File: src/rtl/dram_rd_pkg.sv
// Shared types and constants for the DRAM burst reader: FSM states, AXI
// encodings and the 4 KB burst-boundary test.
package dram_rd_pkg;

    typedef enum logic [1:0] {
        IDLE,
        CHK,
        ADDR,
        DATA
    } state_t;

    localparam logic [2:0]  AXSIZE_4B   = 3'b010;
    localparam logic [1:0]  BURST_INCR  = 2'b01;
    localparam logic [1:0]  RESP_OKAY   = 2'b00;
    localparam int unsigned BOUNDARY_4K = 4096;

    // One past the last byte of the burst, measured from the start of its 4 KB page.
    function automatic logic crosses_4k(input logic [11:0] offset, input logic [3:0] len);
        logic [12:0] end_byte;
        end_byte = {1'b0, offset} + {7'd0, len, 2'b00} + 13'd4;
        return 32'(end_byte) > BOUNDARY_4K;
    endfunction

endpackage

File: src/rtl/dram_burst_reader_if.sv
// Bundle of the request, AXI read (AR/R) and output-stream signals of the
// burst reader; master is the reader side, slave is the environment side.
interface dram_burst_reader_if #(
    parameter int ID_WIDTH   = 4,
    parameter int ADDR_WIDTH = 32,
    parameter int DATA_WIDTH = 32
);

    logic                  req_valid;
    logic                  req_ready;
    logic [ADDR_WIDTH-1:0] req_addr;
    logic [3:0]            req_len;

    logic [ID_WIDTH-1:0]   arid_m_inf;
    logic [ADDR_WIDTH-1:0] araddr_m_inf;
    logic [3:0]            arlen_m_inf;
    logic [2:0]            arsize_m_inf;
    logic [1:0]            arburst_m_inf;
    logic                  arvalid_m_inf;
    logic                  arready_m_inf;

    logic [ID_WIDTH-1:0]   rid_m_inf;
    logic [DATA_WIDTH-1:0] rdata_m_inf;
    logic [1:0]            rresp_m_inf;
    logic                  rlast_m_inf;
    logic                  rvalid_m_inf;
    logic                  rready_m_inf;

    logic                  out_valid;
    logic                  out_ready;
    logic [DATA_WIDTH-1:0] out_data;
    logic                  out_last;
    logic                  done;
    logic                  err;

    modport master (
        input  req_valid, req_addr, req_len,
        output req_ready,
        output arid_m_inf, araddr_m_inf, arlen_m_inf, arsize_m_inf, arburst_m_inf, arvalid_m_inf,
        input  arready_m_inf,
        input  rid_m_inf, rdata_m_inf, rresp_m_inf, rlast_m_inf, rvalid_m_inf,
        output rready_m_inf,
        output out_valid, out_data, out_last,
        input  out_ready,
        output done, err
    );

    modport slave (
        output req_valid, req_addr, req_len,
        input  req_ready,
        input  arid_m_inf, araddr_m_inf, arlen_m_inf, arsize_m_inf, arburst_m_inf, arvalid_m_inf,
        output arready_m_inf,
        output rid_m_inf, rdata_m_inf, rresp_m_inf, rlast_m_inf, rvalid_m_inf,
        input  rready_m_inf,
        input  out_valid, out_data, out_last,
        output out_ready,
        input  done, err
    );

endinterface

File: src/rtl/dram_rd_fifo.sv
// Synchronous FIFO between the R channel and the output stream; the head
// entry is presented combinationally and a full FIFO accepts a push when popped.
module dram_rd_fifo #(
    parameter int WIDTH = 33,
    parameter int DEPTH = 4
) (
    input  logic             clk,
    input  logic             rst,
    input  logic             push,
    input  logic [WIDTH-1:0] din,
    input  logic             pop,
    output logic [WIDTH-1:0] dout,
    output logic             full,
    output logic             empty
);

    localparam int AW = $clog2(DEPTH);

    logic [WIDTH-1:0] mem [DEPTH];
    logic [AW:0]      wr_ptr;
    logic [AW:0]      rd_ptr;
    logic             do_push;
    logic             do_pop;

    // The extra pointer bit tells full from empty when the indices match.
    assign empty   = (wr_ptr == rd_ptr);
    assign full    = (wr_ptr[AW] != rd_ptr[AW]) && (wr_ptr[AW-1:0] == rd_ptr[AW-1:0]);
    assign do_pop  = pop && !empty;
    assign do_push = push && (!full || pop);
    assign dout    = mem[rd_ptr[AW-1:0]];

    always_ff @(posedge clk) begin
        if (rst) begin
            wr_ptr <= '0;
            rd_ptr <= '0;
        end else begin
            if (do_push) wr_ptr <= wr_ptr + {{AW{1'b0}}, 1'b1};
            if (do_pop)  rd_ptr <= rd_ptr + {{AW{1'b0}}, 1'b1};
        end
    end

    always_ff @(posedge clk) begin
        if (do_push) mem[wr_ptr[AW-1:0]] <= din;
    end

endmodule

File: src/rtl/dram_burst_reader.sv
// AXI4 read initiator: fetches one INCR burst of 32-bit words per request and
// streams the words out through a small FIFO, reporting completion and errors.
module dram_burst_reader
    import dram_rd_pkg::*;
#(
    parameter int                  ID_WIDTH   = 4,
    parameter int                  ADDR_WIDTH = 32,
    parameter int                  DATA_WIDTH = 32,
    parameter logic [ID_WIDTH-1:0] AXI_ID     = '0,
    parameter int                  FIFO_DEPTH = 4
) (
    input  logic                clk,
    input  logic                rst_n,
    dram_burst_reader_if.master bus
);

    state_t                state;
    state_t                state_nx;
    logic [ADDR_WIDTH-1:0] addr_q;
    logic [3:0]            len_q;
    logic [4:0]            beat_cnt;
    logic                  err_acc;
    logic                  done_q;
    logic                  err_q;

    logic                  req_ready;
    logic                  arvalid;
    logic                  rready;
    logic                  req_fire;
    logic                  beat_fire;
    logic                  beat_err;
    logic                  burst_bad;

    logic                  fifo_full;
    logic                  fifo_empty;
    logic [DATA_WIDTH:0]   fifo_dout;

    assign burst_bad = crosses_4k(addr_q[11:0], len_q);
    assign req_fire  = req_ready && bus.req_valid;
    assign beat_fire = rready && bus.rvalid_m_inf;

    // Protocol and response checks on every accepted beat.
    assign beat_err = (bus.rresp_m_inf != RESP_OKAY)
                   || (bus.rid_m_inf != AXI_ID)
                   || ( bus.rlast_m_inf && (beat_cnt != {1'b0, len_q}))
                   || (!bus.rlast_m_inf && (beat_cnt == {1'b0, len_q}));

    always_comb begin
        state_nx  = state;
        req_ready = 1'b0;
        arvalid   = 1'b0;
        rready    = 1'b0;
        case (state)
            IDLE: begin
                req_ready = !rst_n && fifo_empty;
                if (req_ready && bus.req_valid) state_nx = CHK;
            end
            CHK: begin
                state_nx = burst_bad ? IDLE : ADDR;
            end
            ADDR: begin
                arvalid = 1'b1;
                if (bus.arready_m_inf) state_nx = DATA;
            end
            DATA: begin
                rready = !fifo_full;
                if (rready && bus.rvalid_m_inf && bus.rlast_m_inf) state_nx = IDLE;
            end
            default: state_nx = IDLE;
        endcase
    end

    always_ff @(posedge clk) begin
        if (rst_n) begin
            state    <= IDLE;
            addr_q   <= '0;
            len_q    <= '0;
            beat_cnt <= '0;
            err_acc  <= 1'b0;
            done_q   <= 1'b0;
            err_q    <= 1'b0;
        end else begin
            state  <= state_nx;
            done_q <= 1'b0;
            err_q  <= 1'b0;
            if (req_fire) begin
                addr_q   <= bus.req_addr & ~ADDR_WIDTH'(3);
                len_q    <= bus.req_len;
                beat_cnt <= '0;
                err_acc  <= 1'b0;
            end
            if (state == CHK && burst_bad) begin
                done_q <= 1'b1;
                err_q  <= 1'b1;
            end
            if (beat_fire) begin
                // Saturate so over-long bursts can never wrap back onto len.
                if (beat_cnt != 5'd31) beat_cnt <= beat_cnt + 5'd1;
                err_acc <= err_acc | beat_err;
                if (bus.rlast_m_inf) begin
                    done_q <= 1'b1;
                    err_q  <= err_acc | beat_err;
                end
            end
        end
    end

    dram_rd_fifo #(
        .WIDTH (DATA_WIDTH + 1),
        .DEPTH (FIFO_DEPTH)
    ) u_fifo (
        .clk   (clk),
        .rst   (rst_n),
        .push  (beat_fire),
        .din   ({bus.rlast_m_inf, bus.rdata_m_inf}),
        .pop   (bus.out_ready),
        .dout  (fifo_dout),
        .full  (fifo_full),
        .empty (fifo_empty)
    );

    assign bus.req_ready     = req_ready;
    assign bus.arid_m_inf    = AXI_ID;
    assign bus.araddr_m_inf  = addr_q;
    assign bus.arlen_m_inf   = len_q;
    assign bus.arsize_m_inf  = AXSIZE_4B;
    assign bus.arburst_m_inf = BURST_INCR;
    assign bus.arvalid_m_inf = arvalid;
    assign bus.rready_m_inf  = rready;
    assign bus.out_valid     = !fifo_empty;
    assign bus.out_data      = fifo_dout[DATA_WIDTH-1:0];
    assign bus.out_last      = fifo_dout[DATA_WIDTH];
    assign bus.done          = done_q;
    assign bus.err           = err_q;

endmodule

File: src/flat_wrapper.sv
// flat-port wrapper written by rule: the top's interface ports become plain ports
module dram_burst_reader_flat import dram_rd_pkg::*;
#(
    parameter int                  ID_WIDTH   = 4,
    parameter int                  ADDR_WIDTH = 32,
    parameter int                  DATA_WIDTH = 32,
    parameter logic [ID_WIDTH-1:0] AXI_ID     = '0,
    parameter int                  FIFO_DEPTH = 4
)
  (clk, rst_n, bus_req_valid, bus_req_addr, bus_req_len, bus_req_ready, bus_arid_m_inf, bus_araddr_m_inf, bus_arlen_m_inf, bus_arsize_m_inf, bus_arburst_m_inf, bus_arvalid_m_inf, bus_arready_m_inf, bus_rid_m_inf, bus_rdata_m_inf, bus_rresp_m_inf, bus_rlast_m_inf, bus_rvalid_m_inf, bus_rready_m_inf, bus_out_valid, bus_out_data, bus_out_last, bus_out_ready, bus_done, bus_err);
  dram_burst_reader_if #(.ID_WIDTH(ID_WIDTH), .ADDR_WIDTH(ADDR_WIDTH), .DATA_WIDTH(DATA_WIDTH)) bus_i ();
  input  logic clk;
  input  logic rst_n;
  input wire logic [$bits(bus_i.req_valid)-1:0] bus_req_valid;
  input wire logic [$bits(bus_i.req_addr)-1:0] bus_req_addr;
  input wire logic [$bits(bus_i.req_len)-1:0] bus_req_len;
  output wire logic [$bits(bus_i.req_ready)-1:0] bus_req_ready;
  output wire logic [$bits(bus_i.arid_m_inf)-1:0] bus_arid_m_inf;
  output wire logic [$bits(bus_i.araddr_m_inf)-1:0] bus_araddr_m_inf;
  output wire logic [$bits(bus_i.arlen_m_inf)-1:0] bus_arlen_m_inf;
  output wire logic [$bits(bus_i.arsize_m_inf)-1:0] bus_arsize_m_inf;
  output wire logic [$bits(bus_i.arburst_m_inf)-1:0] bus_arburst_m_inf;
  output wire logic [$bits(bus_i.arvalid_m_inf)-1:0] bus_arvalid_m_inf;
  input wire logic [$bits(bus_i.arready_m_inf)-1:0] bus_arready_m_inf;
  input wire logic [$bits(bus_i.rid_m_inf)-1:0] bus_rid_m_inf;
  input wire logic [$bits(bus_i.rdata_m_inf)-1:0] bus_rdata_m_inf;
  input wire logic [$bits(bus_i.rresp_m_inf)-1:0] bus_rresp_m_inf;
  input wire logic [$bits(bus_i.rlast_m_inf)-1:0] bus_rlast_m_inf;
  input wire logic [$bits(bus_i.rvalid_m_inf)-1:0] bus_rvalid_m_inf;
  output wire logic [$bits(bus_i.rready_m_inf)-1:0] bus_rready_m_inf;
  output wire logic [$bits(bus_i.out_valid)-1:0] bus_out_valid;
  output wire logic [$bits(bus_i.out_data)-1:0] bus_out_data;
  output wire logic [$bits(bus_i.out_last)-1:0] bus_out_last;
  input wire logic [$bits(bus_i.out_ready)-1:0] bus_out_ready;
  output wire logic [$bits(bus_i.done)-1:0] bus_done;
  output wire logic [$bits(bus_i.err)-1:0] bus_err;
  assign bus_i.req_valid = bus_req_valid;
  assign bus_i.req_addr = bus_req_addr;
  assign bus_i.req_len = bus_req_len;
  assign bus_req_ready = bus_i.req_ready;
  assign bus_arid_m_inf = bus_i.arid_m_inf;
  assign bus_araddr_m_inf = bus_i.araddr_m_inf;
  assign bus_arlen_m_inf = bus_i.arlen_m_inf;
  assign bus_arsize_m_inf = bus_i.arsize_m_inf;
  assign bus_arburst_m_inf = bus_i.arburst_m_inf;
  assign bus_arvalid_m_inf = bus_i.arvalid_m_inf;
  assign bus_i.arready_m_inf = bus_arready_m_inf;
  assign bus_i.rid_m_inf = bus_rid_m_inf;
  assign bus_i.rdata_m_inf = bus_rdata_m_inf;
  assign bus_i.rresp_m_inf = bus_rresp_m_inf;
  assign bus_i.rlast_m_inf = bus_rlast_m_inf;
  assign bus_i.rvalid_m_inf = bus_rvalid_m_inf;
  assign bus_rready_m_inf = bus_i.rready_m_inf;
  assign bus_out_valid = bus_i.out_valid;
  assign bus_out_data = bus_i.out_data;
  assign bus_out_last = bus_i.out_last;
  assign bus_i.out_ready = bus_out_ready;
  assign bus_done = bus_i.done;
  assign bus_err = bus_i.err;
  dram_burst_reader #(.ID_WIDTH(ID_WIDTH), .ADDR_WIDTH(ADDR_WIDTH), .DATA_WIDTH(DATA_WIDTH), .AXI_ID(AXI_ID), .FIFO_DEPTH(FIFO_DEPTH)) u_core (.clk(clk), .rst_n(rst_n), .bus(bus_i));
endmodule
File: config.mk
export PLATFORM = sky130hd
export DESIGN_NAME = dram_burst_reader_flat
export DESIGN_NICKNAME = d
export VERILOG_FILES = /design/src/rtl/dram_rd_pkg.sv /design/src/rtl/dram_burst_reader_if.sv /design/src/rtl/dram_rd_fifo.sv /design/src/rtl/dram_burst_reader.sv /design/src/flat_wrapper.sv
export SDC_FILE = /design/constraint.sdc
export NUM_CORES = 1
export LEC_CHECK = 0
export BUFFER_PORTS_ARGS = -buffer_cell sky130_fd_sc_hd__buf_4
export CELL_PAD_IN_SITES_DETAIL_PLACEMENT = 0
export CELL_PAD_IN_SITES_GLOBAL_PLACEMENT = 1
export CORE_MARGIN = 2
export CORE_UTILIZATION = 47
export CTS_BUF_LIST = sky130_fd_sc_hd__clkbuf_4 sky130_fd_sc_hd__clkbuf_8 sky130_fd_sc_hd__clkbuf_16
export CTS_CLUSTER_DIAMETER = 40
export DETAILED_ROUTE_END_ITERATION = 10
export MAX_ROUTING_LAYER = met4
export PLACE_DENSITY = 0.85
export SLEW_MARGIN = 0
export SYNTH_ARGS = -nofsm -noshare
export SYNTH_HDL_FRONTEND = slang
export SYNTH_HIERARCHICAL = 1
export SYNTH_SLANG_ARGS = --single-unit
File: constraint.sdc
create_clock -name clk -period 6.5 [get_ports clk]
set_input_delay 1.3 -clock clk [delete_from_list [all_inputs] [get_ports clk]]
set_output_delay 1.3 -clock clk [all_outputs]
set_load 0.02 [all_outputs]
# --- Yosys cells after proc, flatten, opt, wreduce, memory -nomap -nowiden ---
# Memory sizes are Yosys's and may differ from the RTL's. A register that Yosys moved wholly into a read port is not among the register bits.
# Cells that the tools add are included.
word_totals:
  memories: 1
  ff_bits: 50
  in_bits: 81
  ram_bits: 132
  elab_cells: 76
memory_table:
  columns: ["name", "depth", "word_bits", "rd", "rd_ports_with_merged_regs", "write_ports", "line", "rtl"]
  rows:
  - ["u_core.u_fifo.mem", 4, 33, 1, 1, 1, "dram_rd_fifo.sv:19", "logic [WIDTH-1:0] mem [DEPTH];"]
classes:
  n_mux: 22
  n_lt_le_gt_ge: 1
  bitwise: 1
  n_reduce_logical: 25
  n_addsub: 5
  n_eq_ne: 12
ops:
  columns: ["op", "count"]
  rows:
  - ["$mux W5", 3]
  - ["$add A12 B6 Y13", 1]
  - ["$add A13 B3 Y13 const B", 1]
  - ["$gt A13 B13 Y1 const B", 1]
  - ["$logic_and A1 B1 Y1", 12]
  - ["$mux W1", 12]
  - ["$mux W2", 6]
  - ["$pmux W2 S4", 1]
  - ["$add A3 B1 Y3 const B", 2]
  - ["$add A5 B1 Y5 const B", 1]
  - ["$eq A5 B4 Y1", 1]
  - ["$ne A5 B4 Y1", 1]
  - ["$ne A5 B5 Y1 const B", 1]
  - ["$eq A2 B2 Y1 const B", 2]
  - ["$logic_not A1 Y1", 4]
  - ["$logic_or A1 B1 Y1", 4]
  - ["$ne A2 B1 Y1 const B", 2]
  - ["$reduce_bool A2 Y1", 2]
  - ["$reduce_bool A4 Y1", 1]
  - ["$eq A3 B3 Y1", 1]
  - ["$reduce_and A3 Y1", 1]
  - ["$eq A2 B1 Y1 const B", 1]
  - ["$eq A2 B2 Y1", 1]
  - ["$logic_not A2 Y1", 1]
  - ["3 further kinds", 3]

# --- Logic depth before layout (Yosys ltp) ---
# Gate-level depths: netlist of run 1.
logic_depth:
  depth_word: 8
  ltp_mapped: 12
  ltp_nobuf: 12

# --- Hierarchy ---
# The synthesis of run 1 kept the hierarchy.
by_module_without_submodules:
  columns: ["mod", "seq_area_each_um2", "area_per_inst_um2", "cells_per_inst", "instances"]
  rows:
  - ["dram_rd_fifo", 4124.0, 5291.3, 228, 1]
  - ["dram_burst_reader", 880.8, 2117.0, 269, 1]

# --- Least setup slack after synthesis of run 1 ---
# Ideal clock, no wire load.
synth_timing:
  kind: "input-to-output"
  from: "input port rst_n"
  to: "output port bus_req_ready"
  path_stages: 2
  slack_ps: 3057
  arrival_time_ps: 2143
  n_path_buf: 1
  path_cell_list: "clkbuf_1 nor4_1"
synth_via:
  elab_chain_len: 3
synth_lines:
  columns: ["item", "line", "rtl"]
  rows:
  - ["start: declaration", "flat_wrapper.sv:13", "input logic rst_n;"]
  - ["$logic_not A1 Y1", "dram_burst_reader.sv:55", "req_ready = !rst_n && fifo_empty;"]
  - ["$logic_and A1 B1 Y1", "dram_burst_reader.sv:55", null]
  - ["$mux W1", "dram_burst_reader.sv:53", "case (state)"]
  - ["end: declaration", "flat_wrapper.sv:17", "output wire logic [$bits(bus_i.req_ready)-1:0] bus_req_ready;"]
# Every way passes these cells.

==> flow_summary.yaml, run 1 <==
synthesis:
  synth-edff-count: 132
  avgSynthCellArea_um2: 14.9
  synth_mux_area_frac: 0.114
  yosysTopAreaCell: "edfxtp_1"
  synthFlopType: "edfxtp_1"
  seq_area_frac_synth: 0.676
  yosys_warnings: 6
  synth_compound_area_frac: 0.0503
  synth_xor_area_frac: 0.0184
  synth_area_leaders: "edfxtp_1, dfxtp_1, mux4_2"
  yosys.area_share.simple: 0.0816
  netlist_instances: 497
  synth_top_family_by_area: "multiplexers"
  synthAdderAreaFrac: 0.0280
  synth_seq_cells: 184
  netlist.area_leader.share: 0.535
  synth_area_mm2: 0.00741
  synth-async-reset-ratio: 0
  yosysUniqueCellTypes: 54
pwr:
  swShare: 0.269
  vdd_drop_max_uv: 177
  intPower_w: 0.00212
  leakagePower_nw: 3.46
  combPwrFrac: 0.186
  p_clk_frac: 0.344
  seq_power_share: 0.470
  power_per_cell_area_mw_per_mm2: 312
  p_sw_w: 0.000778
placement:
  port-buffer-count: 151
  hpwl_mm: 9.36
  gp_congestion: 0.764
  dp_slack_ns: 3.03
flow_run:
  cap_violations: 0
floorplanning:
  rows: 45
  start_util: 0.484
  die-area_mm2: 0.0168
  die_y_um: 130
  pin_count: 165
  fp.coreArea_mm2: 0.0153
  fp.dieW_um: 130
status:
  status: "finished clean"
routing:
  avgViaCountPerCell: 5.11
  wl_met2_mm: 7.01
  remaining_drc_errors: 0
  vias: 4454
  wl_met3_mm: 1.07
  drtIter0Drc: 281
  wire_per_inst_um: 16.6
  ant_nets: 0
  drt-total-wl_mm: 14.5
  drt_pass1_iterations: 4
  drt-met1-wl_mm: 6.23
  top_layer: "met4"
layout:
  area_growth_syn_to_layout_pct: 25.3
  drive_above_1_share: 0.361
  antenna_cells: 0
  num-nets-final: 744
critical_path:
  path_class: "reg -> out"
  cp-start-kind: "flip-flop"
  crit_fanout: 23
  ff2ff_path_depth: 8
  required_ns: 5.20
  cp_slowest_cell: "dfxtp_2"
  crit_path_end_kind: "output port"
  path_delay_family: "buffers and inverters"
  cpPeakStageDelay_ns: 0.58
  cp_common_cell: "buf_4"
  r2r_end: "u_core/u_fifo/mem[1][5]$_DFFE_PP_"
  r2r_setup_slack_ns: 3.63
  critPathBufInv: 2
  critPathArrivalTime_ns: 2.25
  regToRegStartpoint: "u_core/u_fifo/wr_ptr[2]$_SDFFE_PP0P_"
  crit_chain: "buf_4, mux4_2, buf_4"
clock_tree:
  numCtsBuffers: 17
  cts_tree: "done"
  post_cts_buffers: 0
  cts_sinks: 184
  cts_buffer_depth: 2
  clkLatencyLatePin_ns: 0.42
  cts_hold_buf: 0
  htreeDepth: 4
  cts.clk_slew.worst_paths_ns: 0.06
  ctsResizeCount: 0
  cts-root-buf: "clkbuf_16"
sta:
  tightest_slew_ns: 0.961
  finalHoldViolCount: 0
  setup-violations-final: 0
  fin_crit_sh: 0.547
  clock.fmax_mhz: 281
  fin_worst_skew_ns: 0.00964
  period_needed_ns: 3.55
  max-slew-margin-rel: 0.360
  rsz0062_at_grt: "false"
  fin_ws_ns: 2.95
  finalSetupTns_ns: 0
  slew_viol_final: 0
worst_hold_path:
  hold_depth: 2
  worst_hold_path_type: "reg -> reg"
  min_to: "u_core/bus.araddr_m_inf[12]$_SDFFE_PP0P_"
  hold_start: "u_core/bus.araddr_m_inf[12]$_SDFFE_PP0P_"
global_route:
  track_usage: 0.183
  antenna_found_initial: 0
  grt_start_max_net_pins: 58
  grt_pass1_wl_mm: 22.3
  grt.overflow.total: 0
  grt_pass1_vias: 4485
-- state kept, by name (all words and copies together), names as in the netlist, named ones only --
signal,cells
u_core/beat_cnt,5
u_core/bus.araddr_m_inf,30
u_core/bus.arlen_m_inf,4
u_core/bus.done,1
u_core/bus.err,1
u_core/err_acc,1
u_core/state,1
u_core/u_fifo/mem,132
u_core/u_fifo/rd_ptr,3
u_core/u_fifo/wr_ptr,3
-- power by group through the flow --
stage	Sequential, W	Combinational [W]	Clock [W]
2_1_floorplan	0.00141	0.000313	0
3_5_place_dp	0.00139	0.000543	0
4_1_cts	0.00136	0.000545	0.00102
6_report	0.00136	0.000539	0.000995
5_1_grt	0.00137	0.000588	0.00106
3_3_place_gp	0.00138	0.000531	0
-- layout make-up --
type / count / area, µm²
Sequential cell: 184 / 5010
Clock inverter: 9 / 90.1
Fill cell: 1204 / 6030
Inverter: 15 / 56.3
Tap cell: 211 / 264
Clock buffer: 23 / 483
Multi-Input combinational cell: 274 / 2220
Timing Repair Buffer: 155 / 1160
-- per-layer routing --
metal | GRT usage | vias to the layer above
li1 | - | 2113
met1 | 0.217 | 2162
met2 | 0.304 | 161
met3 | 0.0500 | 18
met4 | 0.0620 | 0
met5 | - | -
-- Yosys cell counts, types with 2 or more instances --
cell type,number
dfxtp_1,52
nor2_1,20
nor2b_1,5
a21oi_1,38
xnor2_2,2
xor2_1,5
and3_1,2
buf_2,8
a41oi_2,2
ha_1,15
nand2b_1,6
nand2_1,74
xnor2_1,5
buf_4,11
mux2_1,3
conb_1,2
clkbuf_1,14
nand4_1,4
o21ai_0,3
a22oi_1,3
nand3_1,6
inv_1,15
and2_1,4
or3_1,2
edfxtp_1,132
mux2i_1,4
mux4_2,33
-- worst min-delay path, cell delays in order (launching register included) --
cell and delay (ns):
dfxtp_1 0.31, nand2_1 0.05, a21oi_1 0.05
-- metrics by stage --
step,power [W],utilization,cell area [µm²],instances,hold WS [ns]
after global routing,0.00302,0.606,9290,871,0.478
final,0.00290,0.606,9290,871,0.456
after CTS,0.00292,0.606,9290,871,0.458
after global placement,0.00191,0.569,8710,839,0.443
after floorplan,0.00172,-,7440,506,0.454
after detailed placement,0.00193,0.569,8710,839,0.449
-- cell families after synthesis --
kind of cell	count (synthesis)
XOR/XNOR	13
multiplexers	42
AO/OA/AOI/OAI	59
flip-flops	184
other	2
adder cells (fa/ha/maj)	16
AND/OR/NAND/NOR	133
buffers and inverters	48
-- placed cells by master, fill, tap and decap left out, drive strengths merged, types with 7 or more instances in the layout --
master	synthesis	routed
a21oi	39	39
buf	19	155
clkbuf	14	23
conb	2	11
dfxtp	52	52
edfxtp	132	132
ha	15	15
inv	15	22
mux4	33	33
nand2	74	74
nor2	21	21
xnor2	7	7
-- worst max path at each step --
| stage | depth (start not counted) | slack [ns] | to |
|---|---|---|---|
| floorplan | 2 | 3.06 | bus_req_ready |
| global placement | 3 | 3.04 | bus_req_ready |
| detailed placement | 3 | 3.03 | bus_req_ready |
| CTS | 3 | 2.86 | bus_out_data[13] |
| global route | 3 | 2.77 | bus_out_data[26] |
| finish | 3 | 2.95 | bus_out_data[21] |
Note: power is estimated with default switching activity, not from simulation.
==> run 2: changes to the inputs <==
CORE_UTILIZATION = 44   (was 47)
PLACE_DENSITY = 0.8   (was 0.85)
clock period = 3.7 ns   (was 6.5 ns; I/O delays follow)
==> run 2 against run 1 <==
Against the previous run: sequential share of layout area is 0.63 points lower; cell area is 1.2% higher; worst hold slack better by 0.0010 ns; flip-flop and latch count stayed put; total power is 80% higher; largest cell class unchanged; worst setup slack worse by 2.1 ns; first-iteration DRC count is 5.7% lower; non-clock buffer count is 6 higher.
==> flow_summary.yaml, run 2 (synthesis results as in run 1) <==
clock_tree:
  post_cts_buffers: 0
  clkLatencyLatePin_ns: 0.42
  cts_tree: "done"
  cts_buffer_depth: 2
  cts_sinks: 184
  ctsResizeCount: 0
  cts_hold_buf: 0
  numCtsBuffers: 17
  cts.clk_slew.worst_paths_ns: 0.07
  cts-root-buf: "clkbuf_16"
  htreeDepth: 4
pwr:
  power_w: 0.00521
  combPwrFrac: 0.184
  vdd_drop_max_uv: 331
  power_per_cell_area_mw_per_mm2: 555
  p_sw_w: 0.00139
  p_clk_frac: 0.357
  leakagePower_nw: 3.50
  seq_power_share: 0.459
  intPower_w: 0.00382
  swShare: 0.267
global_route:
  track_usage: 0.181
  grt_use_met1: 0.221
  busiest_layer: "met2"
  grt_pass1_vias: 4659
  grt_pass1_wl_mm: 24.1
  antenna_found_initial: 0
  use_met2: 0.295
  grt_use_met3: 0.0472
  grt_start_max_net_pins: 58
  grt.overflow.total: 0
routing:
  wire_per_inst_um: 17.1
  vias: 4486
  drtIter0Drc: 265
  remaining_drc_errors: 0
  ant_nets: 0
  drt-total-wl_mm: 15.2
  drt_pass1_iterations: 4
  avgViaCountPerCell: 5.06
sta:
  fin_worst_skew_ns: 0.00788
  fin_crit_sh: 0.767
  clock.fmax_mhz: 352
  finalSetupTns_ns: 0
  period_needed_ns: 2.84
  finalHoldViolCount: 0
  setup-violations-final: 0
  max-slew-margin-rel: 0.427
  tightest_slew_ns: 0.859
  slew_viol_final: 0
  rsz0062_at_grt: "false"
  holdWs_ns: 0.457
layout:
  antenna_cells: 0
  drive_above_1_share: 0.365
  area_growth_syn_to_layout_pct: 26.8
  largest_register_ffs: 132
  design_area_mm2: 0.00940
  num-nets-final: 750
  final_common_cell: "buf_4"
  final_cell_mix: "buf_4, edfxtp_1, nand2_1, dfxtp_1, a21oi_1"
critical_path:
  crit_chain: "buf_12, mux4_2, buf_4"
  critPathArrivalTime_ns: 2.10
  cp-start-kind: "flip-flop"
  path_class: "reg -> out"
  ff2ff_path_depth: 10
  crit_path_end_kind: "output port"
  cp_slowest_cell: "dfxtp_2"
  cpPeakStageDelay_ns: 0.66
  crit_fanout: 20
  required_ns: 2.96
floorplanning:
  die_y_um: 134
  die-area_mm2: 0.0179
  start_util: 0.448
  rows: 47
  fp.dieW_um: 134
  fp.coreArea_mm2: 0.0165
  pin_count: 165
placement:
  gp_congestion: 0.831
  port-buffer-count: 151
  detailed_place.area_mm2: 0.00878
  hpwl_mm: 10.4
status:
  status: "finished clean"
worst_hold_path:
  hold_depth: 2
  worst_hold_path_type: "reg -> reg"
flow_run:
  cap_violations: 0
-- run 2: cell type report --
type	instances	area (µm²)
Multi-Input combinational cell	274	2220
Fill cell	1348	7130
Clock buffer	20	448
Tap cell	220	275
Clock inverter	12	166
Timing Repair Buffer	161	1220
Inverter	15	56.3
Sequential cell	184	5010
-- run 2: stage by stage --
step,cells,utilization,setup slack [ns]
2_1_floorplan,506,-,1.02
3_3_place_gp,854,0.531,1.04
3_5_place_dp,854,0.531,1.02
4_1_cts,886,0.569,0.786
5_1_grt,886,0.569,0.712
6_report,886,0.569,0.862
-- run 2: power groups by stage --
stage               Sequential, W  Combinational [W]  Clock [W]
detailed placement        0.00244           0.000967          0
global placement          0.00243           0.000950          0
finish                    0.00239           0.000959    0.00186
floorplan                 0.00247           0.000549          0
global route              0.00241            0.00104    0.00199
CTS                       0.00239           0.000970    0.00191
-- run 2: critical path, delay by kind of cell (launching register included) --
family                 cells  cell delay (ns)
muxes                      1             0.55
buffers and inverters      2             0.46
DFF                        1             0.66
-- run 2: worst paths after layout --
path,from,end,slack (ns)
max,flip-flop,bus_out_data[0],0.86
min reg2reg,u_core/bus.araddr_m_inf[29]$_SDFFE_PP0P_,u_core/bus.araddr_m_inf[29]$_SDFFE_PP0P_,0.46
max reg2reg,u_core/u_fifo/wr_ptr[1]$_SDFFE_PP0P_,u_core/u_fifo/mem[2][4]$_DFFE_PP_,1.05
min,u_core/bus.araddr_m_inf[29]$_SDFFE_PP0P_,u_core/bus.araddr_m_inf[29]$_SDFFE_PP0P_,0.46
-- run 2: metal layers --
metal	up-vias	share of wire
met4	0	0.0092
met1	2170	0.42
met3	11	0.078
li1	2129	-
met2	176	0.49
met5	-	0
==> run 3: changes to the inputs <==
clock period = 2.7 ns   (was 3.7 ns; I/O delays follow)
==> run 3 against run 2 <==
Against the previous run: utilization rose by 0.41 points; count of clock-buffer cells in the layout fell by 3; largest power group unchanged; largest cell class unchanged; worst setup slack got worse by 0.68 ns; critical endpoint is now u_core/bus.done$_SDFF_PP0_; non-clock buffer count fell by 1; first-iteration DRC count fell by 16%.
==> flow_summary.yaml, run 3 (synthesis results as in run 1) <==
clock_tree:
  clkLatencyLatePin_ns: 0.43
  cts_tree: "done"
  numCtsBuffers: 17
  cts_buffer_depth: 2
  cts_hold_buf: 0
  cts.clk_slew.worst_paths_ns: 0.07
  cts-root-buf: "clkbuf_16"
  post_cts_buffers: 0
  cts_sinks: 184
  htreeDepth: 4
critical_path:
  path_class: "reg -> reg"
  critPathArrivalTime_ns: 2.89
  crit_path_end_kind: "flip-flop"
  crit_fanout: 4
  cp-start-kind: "flip-flop"
  required_ns: 3.07
pwr:
  vdd_drop_max_uv: 453
  combPwrFrac: 0.190
  swShare: 0.285
  power_per_cell_area_mw_per_mm2: 750
  intPower_w: 0.00508
  p_clk_frac: 0.352
  seq_power_share: 0.459
  leakagePower_nw: 3.50
  p_sw_w: 0.00202
sta:
  period_needed_ns: 2.52
  tightest_slew_ns: 0.588
  setup-violations-final: 0
  fin_crit_sh: 0.932
  max-slew-margin-rel: 0.608
  finalSetupTns_ns: 0
  clock.fmax_mhz: 397
  finalHoldViolCount: 0
  rsz0062_at_grt: "false"
  slew_viol_final: 0
  fin_worst_skew_ns: 0.00898
flow_run:
  cap_violations: 0
placement:
  port-buffer-count: 151
  hpwl_mm: 9.97
  gp_congestion: 0.799
global_route:
  track_usage: 0.182
  grt_pass1_wl_mm: 23.8
  grt.overflow.total: 0
  grt_start_max_net_pins: 58
  grt_pass1_vias: 4655
  antenna_found_initial: 0
routing:
  ant_nets: 0
  wire_per_inst_um: 17.2
  drtIter0Drc: 222
  drt-total-wl_mm: 15.2
  vias: 4501
  drt_pass1_iterations: 4
  avgViaCountPerCell: 5.09
  remaining_drc_errors: 0
floorplanning:
  fp.coreArea_mm2: 0.0165
  die_y_um: 134
  fp.dieW_um: 134
  rows: 47
  die-area_mm2: 0.0179
  start_util: 0.448
  pin_count: 165
layout:
  final_common_cell: "buf_4"
  area_growth_syn_to_layout_pct: 27.7
  final-seq-area_mm2: 0.00501
  fin_util: 0.573
  nFillCells: 1310
  final_cell_mix: "buf_4, edfxtp_1, nand2_1, dfxtp_1, a21oi_1"
  largest_register_ffs: 132
  num-nets-final: 749
  drive_above_1_share: 0.367
  multi_input_area_mm2: 0.00224
  antenna_cells: 0
worst_hold_path:
  worst_hold_path_type: "in -> reg"
status:
  status: "finished clean"
run 3: changes by cell type in the layout (fill, tap and decap cells not counted), moves of 2 or more:
cell       previous run  this run
clkinv_8              0         2
buf_12                1         6
clkinv_4              4         2
xnor2_2               2         0
xnor2_4               0         2
buf_4               160       154
clkbuf_4              3         0
bufinv_16             3         1
inv_8                 1         6
run 3: worst paths after layout:
check                                                               from                                       end  slack (ns)  cells after the start
worst max-delay path              u_core/bus.arlen_m_inf[1]$_SDFFE_PP0P_                u_core/bus.done$_SDFF_PP0_        0.18                     10
worst min-delay path                                 bus_rdata_m_inf[16]        u_core/u_fifo/mem[1][16]$_DFFE_PP_        0.31                      1
worst max register to register    u_core/bus.arlen_m_inf[1]$_SDFFE_PP0P_                u_core/bus.done$_SDFF_PP0_        0.18                     10
worst min register to register  u_core/bus.araddr_m_inf[26]$_SDFFE_PP0P_  u_core/bus.araddr_m_inf[26]$_SDFFE_PP0P_        0.46                      2
run 3: worst max-delay path, stage by stage (launching register included):
cell	delay, ns
dfxtp_1	0.35
ha_1	0.29
ha_1	0.16
inv_1	0.06
fa_1	0.39
nand2b_1	0.17
a21oi_2	0.21
xnor2_1	0.10
a31o_2	0.26
a311oi_1	0.33
or2_1	0.14
run 3: power groups by stage:
stage                     logic, W  clock network, W  registers (W)
after floorplan           0.000753                 0        0.00339
after global routing       0.00147           0.00268        0.00328
after CTS                  0.00136           0.00255        0.00325
after global placement     0.00133                 0        0.00331
after detailed placement   0.00136                 0        0.00331
final                      0.00135           0.00250        0.00325
run 3: metrics by stage:
stage / setup slack (ns) / hold slack [ns] / cell area [µm²] / total power [W] / std cells
final: 0.183 / 0.312 / 9460 / 0.00710 / 885
after CTS: 0.112 / 0.288 / 9440 / 0.00717 / 885
after global placement: 0.239 / 0.444 / 8840 / 0.00464 / 853
after floorplan: 0.0206 / 0.454 / 7440 / 0.00414 / 506
after global routing: 0.00107 / 0.280 / 9460 / 0.00743 / 885
after detailed placement: 0.150 / 0.448 / 8840 / 0.00467 / 853
run 3: layer usage:
metal / share of wire / up-vias / global-route usage / wire length [µm]
met3: 0.084 / 11 / 0.0632 / 1280
met2: 0.49 / 174 / 0.299 / 7510
met4: 0.0084 / 0 / 0.0502 / 127
met1: 0.41 / 2196 / 0.212 / 6280
met5: 0 / - / - / 0
li1: - / 2120 / - / -
run 3: timing repair:
action / CTS / global route
gates resized for setup: 0 / 3
endpoints found under the setup margin: 0 / 3
hold endpoints to repair: 0 / 0
run 3: layout make-up:
cell class / count / share of cell area
Clock buffer: 17 / 0.0450
Clock inverter: 15 / 0.0188
Inverter: 15 / 0.00595
Multi-Input combinational cell: 274 / 0.237
Sequential cell: 184 / 0.529
Tap cell: 220 / 0.0291
Timing Repair Buffer: 160 / 0.135
